===== src/rtl/morse_tone_sequencer_pkg.sv =====
// Shared constants, state encoding and unit-count helper for the Morse tone sequencer.
package morse_pkg;

    localparam int MAX_ELEMS        = 6;
    localparam int DOT_UNITS        = 1;
    localparam int DASH_UNITS       = 3;
    localparam int ELEM_GAP_UNITS   = 1;
    localparam int LETTER_GAP_UNITS = 3;
    localparam int WORD_GAP_UNITS   = 4;

    typedef enum logic [1:0] {
        ST_IDLE = 2'd0,
        ST_TONE = 2'd1,
        ST_GAP  = 2'd2
    } morse_state_e;

    // The multiple counter stops at (units - 1), so a phase of n units ends on its n-th tick.
    function automatic logic [1:0] units_target(input int units);
        return 2'(units - 1);
    endfunction

endpackage


===== src/rtl/morse_tone_sequencer_if.sv =====
// Symbol handshake bundle between a symbol source (master) and the tone sequencer (slave).
interface morse_tone_sequencer_if #(
    parameter int MAX_ELEMS = morse_pkg::MAX_ELEMS
);
    localparam int LEN_W = $clog2(MAX_ELEMS + 1);

    logic                 sym_valid;
    logic                 sym_ready;
    logic [LEN_W-1:0]     sym_len;
    logic [MAX_ELEMS-1:0] sym_bits;
    logic [31:0]          unit_cycles;
    logic [31:0]          tone_div;

    modport master (
        output sym_valid, sym_len, sym_bits, unit_cycles, tone_div,
        input  sym_ready
    );

    modport slave (
        input  sym_valid, sym_len, sym_bits, unit_cycles, tone_div,
        output sym_ready
    );

endinterface


===== src/rtl/morse_tone_sequencer_unit_timer.sv =====
// Unit timer: ticks once per Morse unit and flags when the requested number of units has elapsed.
module morse_unit_timer (
    input  logic        clk,
    input  logic        rst_n,
    input  logic        clear,
    input  logic        run,
    input  logic [31:0] unit_len,
    input  logic [1:0]  mult_target,
    output logic        unit_tick,
    output logic        mult_done
);

    logic [31:0] unit_cnt;
    logic [1:0]  mult_cnt;

    assign unit_tick = (unit_cnt == unit_len - 32'd1);
    assign mult_done = (mult_cnt == mult_target);

    // The multiple counter saturates at its target; the owner clears both counters at phase end.
    always_ff @(posedge clk or negedge rst_n) begin
        if (!rst_n) begin
            unit_cnt <= '0;
            mult_cnt <= '0;
        end else if (clear) begin
            unit_cnt <= '0;
            mult_cnt <= '0;
        end else if (run) begin
            if (unit_tick) begin
                unit_cnt <= '0;
                if (!mult_done)
                    mult_cnt <= mult_cnt + 2'd1;
            end else begin
                unit_cnt <= unit_cnt + 32'd1;
            end
        end
    end

endmodule


===== src/rtl/morse_tone_sequencer.sv =====
// Morse tone sequencer: plays one symbol of dots/dashes with element, letter and word gaps.
// Optional MORSE_SEQ_ABORT_EN adds an abort input that returns to IDLE without sym_done.
module morse_tone_sequencer #(
    parameter int MAX_ELEMS = morse_pkg::MAX_ELEMS
) (
    input  logic                    clk,
    input  logic                    rst_n,
`ifdef MORSE_SEQ_ABORT_EN
    input  logic                    abort,
`endif
    morse_tone_sequencer_if.slave   sym,
    output logic                    piezo_en,
    output logic [31:0]             freq_div,
    output logic                    busy,
    output logic                    sym_done
);
    import morse_pkg::*;

    localparam int LEN_W = $clog2(MAX_ELEMS + 1);

    localparam logic [1:0] IDLE = ST_IDLE;
    localparam logic [1:0] TONE = ST_TONE;
    localparam logic [1:0] GAP  = ST_GAP;

    logic [1:0]           state;
    logic [LEN_W-1:0]     len_q;
    logic [LEN_W-1:0]     elem_idx;
    logic [MAX_ELEMS-1:0] bits_q;
    logic [31:0]          unit_q;
    logic [1:0]           target_q;
    logic                 final_gap;

    logic                 abort_now;
    logic                 accept;
    logic [LEN_W-1:0]     len_in;
    logic [LEN_W-1:0]     next_idx;
    logic                 next_dash;
    logic                 last_elem;
    logic                 unit_tick;
    logic                 mult_done;
    logic                 phase_end;

    always_comb begin
        abort_now = 1'b0;
`ifdef MORSE_SEQ_ABORT_EN
        abort_now = abort;
`endif
        accept    = sym.sym_valid && sym.sym_ready && !abort_now;
        len_in    = (sym.sym_len > LEN_W'(MAX_ELEMS)) ? LEN_W'(MAX_ELEMS) : sym.sym_len;
        next_idx  = elem_idx + LEN_W'(1);
        next_dash = bits_q[next_idx];
        last_elem = (elem_idx == len_q - LEN_W'(1));
        phase_end = (state != IDLE) && unit_tick && mult_done;
    end

    assign sym.sym_ready = (state == IDLE);
    assign busy          = (state != IDLE);
    assign sym_done      = phase_end && (state == GAP) && final_gap && !abort_now;

    morse_unit_timer u_timer (
        .clk         (clk),
        .rst_n       (rst_n),
        .clear       (accept || phase_end || abort_now),
        .run         (busy),
        .unit_len    (unit_q),
        .mult_target (target_q),
        .unit_tick   (unit_tick),
        .mult_done   (mult_done)
    );

    // Symbol parameters are captured once at accept so the source may change them freely afterwards.
    always_ff @(posedge clk or negedge rst_n) begin
        if (!rst_n) begin
            state     <= IDLE;
            piezo_en  <= 1'b0;
            freq_div  <= '0;
            len_q     <= '0;
            elem_idx  <= '0;
            bits_q    <= '0;
            unit_q    <= '0;
            target_q  <= '0;
            final_gap <= 1'b0;
        end else if (abort_now) begin
            state     <= IDLE;
            piezo_en  <= 1'b0;
            final_gap <= 1'b0;
        end else begin
            case (state)
                IDLE: begin
                    if (accept) begin
                        len_q    <= len_in;
                        bits_q   <= sym.sym_bits;
                        elem_idx <= '0;
                        freq_div <= sym.tone_div;
                        unit_q   <= (sym.unit_cycles == 32'd0) ? 32'd1 : sym.unit_cycles;
                        if (len_in == '0) begin
                            state     <= GAP;
                            piezo_en  <= 1'b0;
                            final_gap <= 1'b1;
                            target_q  <= units_target(WORD_GAP_UNITS);
                        end else begin
                            state     <= TONE;
                            piezo_en  <= 1'b1;
                            final_gap <= 1'b0;
                            target_q  <= units_target(sym.sym_bits[0] ? DASH_UNITS : DOT_UNITS);
                        end
                    end
                end
                TONE: begin
                    if (phase_end) begin
                        state     <= GAP;
                        piezo_en  <= 1'b0;
                        final_gap <= last_elem;
                        target_q  <= units_target(last_elem ? LETTER_GAP_UNITS : ELEM_GAP_UNITS);
                    end
                end
                GAP: begin
                    if (phase_end) begin
                        if (final_gap) begin
                            state     <= IDLE;
                            final_gap <= 1'b0;
                        end else begin
                            state    <= TONE;
                            piezo_en <= 1'b1;
                            elem_idx <= next_idx;
                            target_q <= units_target(next_dash ? DASH_UNITS : DOT_UNITS);
                        end
                    end
                end
                default: begin
                    state    <= IDLE;
                    piezo_en <= 1'b0;
                end
            endcase
        end
    end

endmodule


===== src/flat_wrapper.sv =====
// flat-port wrapper written by rule: the top's interface ports become plain ports
module morse_tone_sequencer_flat import morse_pkg::*;
#(
    parameter int MAX_ELEMS = morse_pkg::MAX_ELEMS
)
  (clk, rst_n, piezo_en, freq_div, busy, sym_done, sym_sym_valid, sym_sym_len, sym_sym_bits, sym_unit_cycles, sym_tone_div, sym_sym_ready);
  morse_tone_sequencer_if #(.MAX_ELEMS(MAX_ELEMS)) sym_i ();
  input  logic clk;
  input  logic rst_n;
  output logic piezo_en;
  output logic [31:0] freq_div;
  output logic busy;
  output logic sym_done;
  input wire logic [$bits(sym_i.sym_valid)-1:0] sym_sym_valid;
  input wire logic [$bits(sym_i.sym_len)-1:0] sym_sym_len;
  input wire logic [$bits(sym_i.sym_bits)-1:0] sym_sym_bits;
  input wire logic [$bits(sym_i.unit_cycles)-1:0] sym_unit_cycles;
  input wire logic [$bits(sym_i.tone_div)-1:0] sym_tone_div;
  output wire logic [$bits(sym_i.sym_ready)-1:0] sym_sym_ready;
  assign sym_i.sym_valid = sym_sym_valid;
  assign sym_i.sym_len = sym_sym_len;
  assign sym_i.sym_bits = sym_sym_bits;
  assign sym_i.unit_cycles = sym_unit_cycles;
  assign sym_i.tone_div = sym_tone_div;
  assign sym_sym_ready = sym_i.sym_ready;
  morse_tone_sequencer #(.MAX_ELEMS(MAX_ELEMS)) u_core (.clk(clk), .rst_n(rst_n), .sym(sym_i), .piezo_en(piezo_en), .freq_div(freq_div), .busy(busy), .sym_done(sym_done));
endmodule

===== config.mk =====
export PLATFORM = sky130hd
export DESIGN_NAME = morse_tone_sequencer_flat
export DESIGN_NICKNAME = d
export VERILOG_FILES = /design/src/rtl/morse_tone_sequencer_pkg.sv /design/src/rtl/morse_tone_sequencer_if.sv /design/src/rtl/morse_tone_sequencer_unit_timer.sv /design/src/rtl/morse_tone_sequencer.sv /design/src/flat_wrapper.sv
export SDC_FILE = /design/constraint.sdc
export NUM_CORES = 1
export LEC_CHECK = 0
export ABC_CLOCK_PERIOD_IN_PS = 9400
export CAP_MARGIN = 20
export CORE_ASPECT_RATIO = 0.9
export CORE_MARGIN = 3
export CORE_UTILIZATION = 55
export DETAILED_ROUTE_END_ITERATION = 7
export DONT_BUFFER_PORTS = 1
export PLACE_DENSITY_LB_ADDON = 0.1
export SETUP_SLACK_MARGIN = 0.4
export SYNTH_ARGS = -nofsm -noshare
export SYNTH_HDL_FRONTEND = slang
export SYNTH_HIERARCHICAL = 1
export SYNTH_SLANG_ARGS = --single-unit
export TNS_END_PERCENT = 10

===== constraint.sdc =====
create_clock -name clk -period 9.4 [get_ports clk]
set_input_delay 2.82 -clock clk [delete_from_list [all_inputs] [get_ports clk]]
set_output_delay 2.82 -clock clk [all_outputs]
set_load 0.005 [all_outputs]

==> run summary <==
Met3 Resource Use GR -> 0.0746
Most frequent cells in the layout -> dfrtp_1, mux2_2, nor3_1, xnor2_1, nand2_1
Total setup buffers inserted after CTS -> 0
Layout cells sized above 1 -> 0.188
DRC -> 0
Routed WL -> 15800 um
Minimum clock period -> 6.70 ns
Fin util -> 0.630
Clock slew seen by the registers of the worst setup and hold paths -> 0.06 ns
YS warnings -> 6
Final Setup Violations -> 0
Routing usage on met1 -> 0.341
Final period util -> 0.713
Port buffer count -> 0
Hold Vio Cnt, Final -> 0
Post-detail-place hpwl -> 11200 um
Slew @ Worst Pin -> 1.00 ns
GRT Max-Usage Layer -> met2
Clock Skews -> 0.0111 ns
Largest net degree at the start of global routing -> 117
R2R Path Start -> u_core/unit_q[0]
CP Launch Type -> register
Post-Syn Area -> 6550 um^2
Die ar. -> 13300 um^2
Pwr/cell area -> 320 nW/um^2
Vias in the first global route -> 4928
Die Wd -> 121 um
Die Ht -> 110 um
Worst setup EP type -> output port
Post-synth EDFFs -> 0
Dpl cells -> 756
Crit. Startpoint -> u_core/unit_q[0]
Met2 Use GR -> 0.367
Wire per inst -> 20.1 um
Core ar. -> 11500 um^2
Final WS setup -> 2.70 ns
Avg Inst Size Synth -> 10.5 um^2
CTS buffer count -> 17
Share of the synthesized area in the top cell type -> 0.443
Post-synthesis cell count -> 626
TNS Setup -> 0 ns
Commonest non-fill, non-tap cell in the layout -> dfrtp_1
Max rail drop VDD -> 0.000216 V
RSZ-0062 raised after global routing -> false
Clock insertion delay at the later pin of the skew report -> 0.42 ns
All-Layer GR Usage -> 0.246
# rows -> 37
Async SR Flop Fraction -> 1.00
Worst-path fanout max -> 8
Placer Congestion -> 0.891
Cell at the slowest stage of the critical path -> nor4b_1
P&R area growth vs syn -> 10.8%
Origin of the worst min-delay path -> u_core/len_q[1]
CTS tree -> done
Worst path buffer plus inverter count -> 1
Status -> completed
CP Class -> reg -> out
Vias -> 4845
First-pass GRT wire length -> 25200 um
Worst hold path type -> reg -> reg
Cell Area, Placed -> 6660 um^2
Final Instance Count excl. Fillers -> 788
Post-layout nets -> 703
# diodes -> 0
Sequential area share after synthesis -> 0.443
Max stage delay on crit path -> 0.58 ns
Cell mode on critical path -> nor2_1
Max cap viols -> 0
Cts hold-fix bufs -> 0
Main synth FF type -> dfrtp_1
CP required -> 6.58 ns
Initial Util -> 0.568
Syn_nets -> 710
Sequence of cells on the critical path -> inv_1, ha_1, nor4b_1, nand4_1, o21a_1, o21ai_0, o31ai_1, o211ai_1, nor2_1, and4_1, nand3b_1, nor2_1
Starting DRT DRC Count -> 360
Worst EP arrival -> 3.88 ns
Resized Gates After CTS -> 0
Leak pwr -> 2.91 nW
Yosys reg bits -> 116
CTS Buffer Depth -> 2
Delay-heaviest family, CP -> simple AND/OR/NAND/NOR gates
Unique masters post-synth -> 66
Pre-CTS WS -> 3.22 ns
DR vias/cell -> 6.15
Antenna-violating nets left -> 0
TritonCTS Sinks -> 116
Top-level port count -> 112
Initial DRT Pass Iterations -> 5
Synth top area cells -> dfrtp_1, mux2_2, xnor2_1
Initial antenna violation count -> 0
Relative slew slack -> 0.333
Clock Root Buffer -> clkbuf_16
Final Instance Area -> 7260 um^2
Htree depth -> 4
Achievable Freq -> 0.149 GHz
Synth area leader -> dfrtp_1
Total grt overflow -> 0
Fin. max-slew vios -> 0
## kinds of logic after synthesis
logic type                 Yosys count  synth area share
and+or+nand+nor                    233             0.195
DFF                                116             0.443
muxes                               80             0.139
AOI/OAI and AO/OA                   76            0.0850
xor gates and xnor gates            70            0.0957
buffers and inverters               43            0.0275
adders and majority gates            8            0.0153
## cell type report
cell class / count / area (um^2)
Inverter: 15 / 56.3
Sequential cell: 116 / 2900
Clock buffer: 18 / 439
Clock inverter: 14 / 166
Multi-Input combinational cell: 467 / 3490
Fill cell: 924 / 4270
Tap cell: 156 / 195
Timing Repair Buffer: 2 / 15.0
## report_power, final
group          switching (W)  internal [W]
clock network       0.000252      0.000404
logic               0.000376      0.000384
registers           0.000223      0.000684
## final timing paths
kind | endpoint | slack, ns | cells past startpoint
setup / recovery | sym_done | 2.70 | 12
max in group asynchronous | u_core/unit_q[22] | 7.14 | 0
setup reg to reg | u_core/u_timer/unit_cnt[31] | 3.68 | 19
hold / removal | u_core/len_q[1] | 0.52 | 1
min in group asynchronous | u_core/unit_q[5] | 2.10 | 0
hold reg to reg | u_core/len_q[1] | 0.52 | 1
## per-stage QoR
step                hold slack (ns)  total power (W)
floorplan                     0.474          0.00148
global placement              0.484          0.00163
detailed placement            0.503          0.00166
CTS                           0.521          0.00233
global route                  0.539          0.00247
finish                        0.517          0.00232
## synth_stat cells, drive strengths merged, types with 3 or more instances
| master | count |
|---|---|
| a21boi | 3 |
| a21o | 4 |
| a21oi | 10 |
| a22o | 4 |
| and2 | 4 |
| and3 | 7 |
| and4 | 4 |
| buf | 11 |
| clkbuf | 17 |
| dfrtp | 116 |
| ha | 8 |
| inv | 15 |
| mux2 | 76 |
| mux2i | 3 |
| nand2 | 39 |
| nand2b | 8 |
| nand3 | 16 |
| nand3b | 3 |
| nand4 | 17 |
| nor2 | 36 |
| nor2b | 9 |
| nor3 | 43 |
| nor3b | 4 |
| nor4 | 21 |
| o21a | 4 |
| o21ai | 12 |
| o21bai | 3 |
| o221ai | 4 |
| o22ai | 3 |
| o31ai | 6 |
| o41ai | 4 |
| or3 | 6 |
| or4 | 6 |
| xnor2 | 41 |
| xor2 | 28 |
## sequential cells by signal, summed over array words and instances, names as in the netlist
name	count
u_core/freq_div	32
u_core/u_timer/unit_cnt	32
u_core/unit_q	32
u_core/bits_q	6
u_core/elem_idx	3
u_core/len_q	3
u_core/state	2
u_core/target_q	2
u_core/u_timer/mult_cnt	2
u_core/final_gap	1
u_core/piezo_en	1
## metal layers
layer,up-vias,routed length (um)
met5,-,0
met4,0,174
met3,17,1030
met2,153,7340
met1,2394,7290
li1,2281,-
No activity file was read; power rests on OpenSTA's default activity.
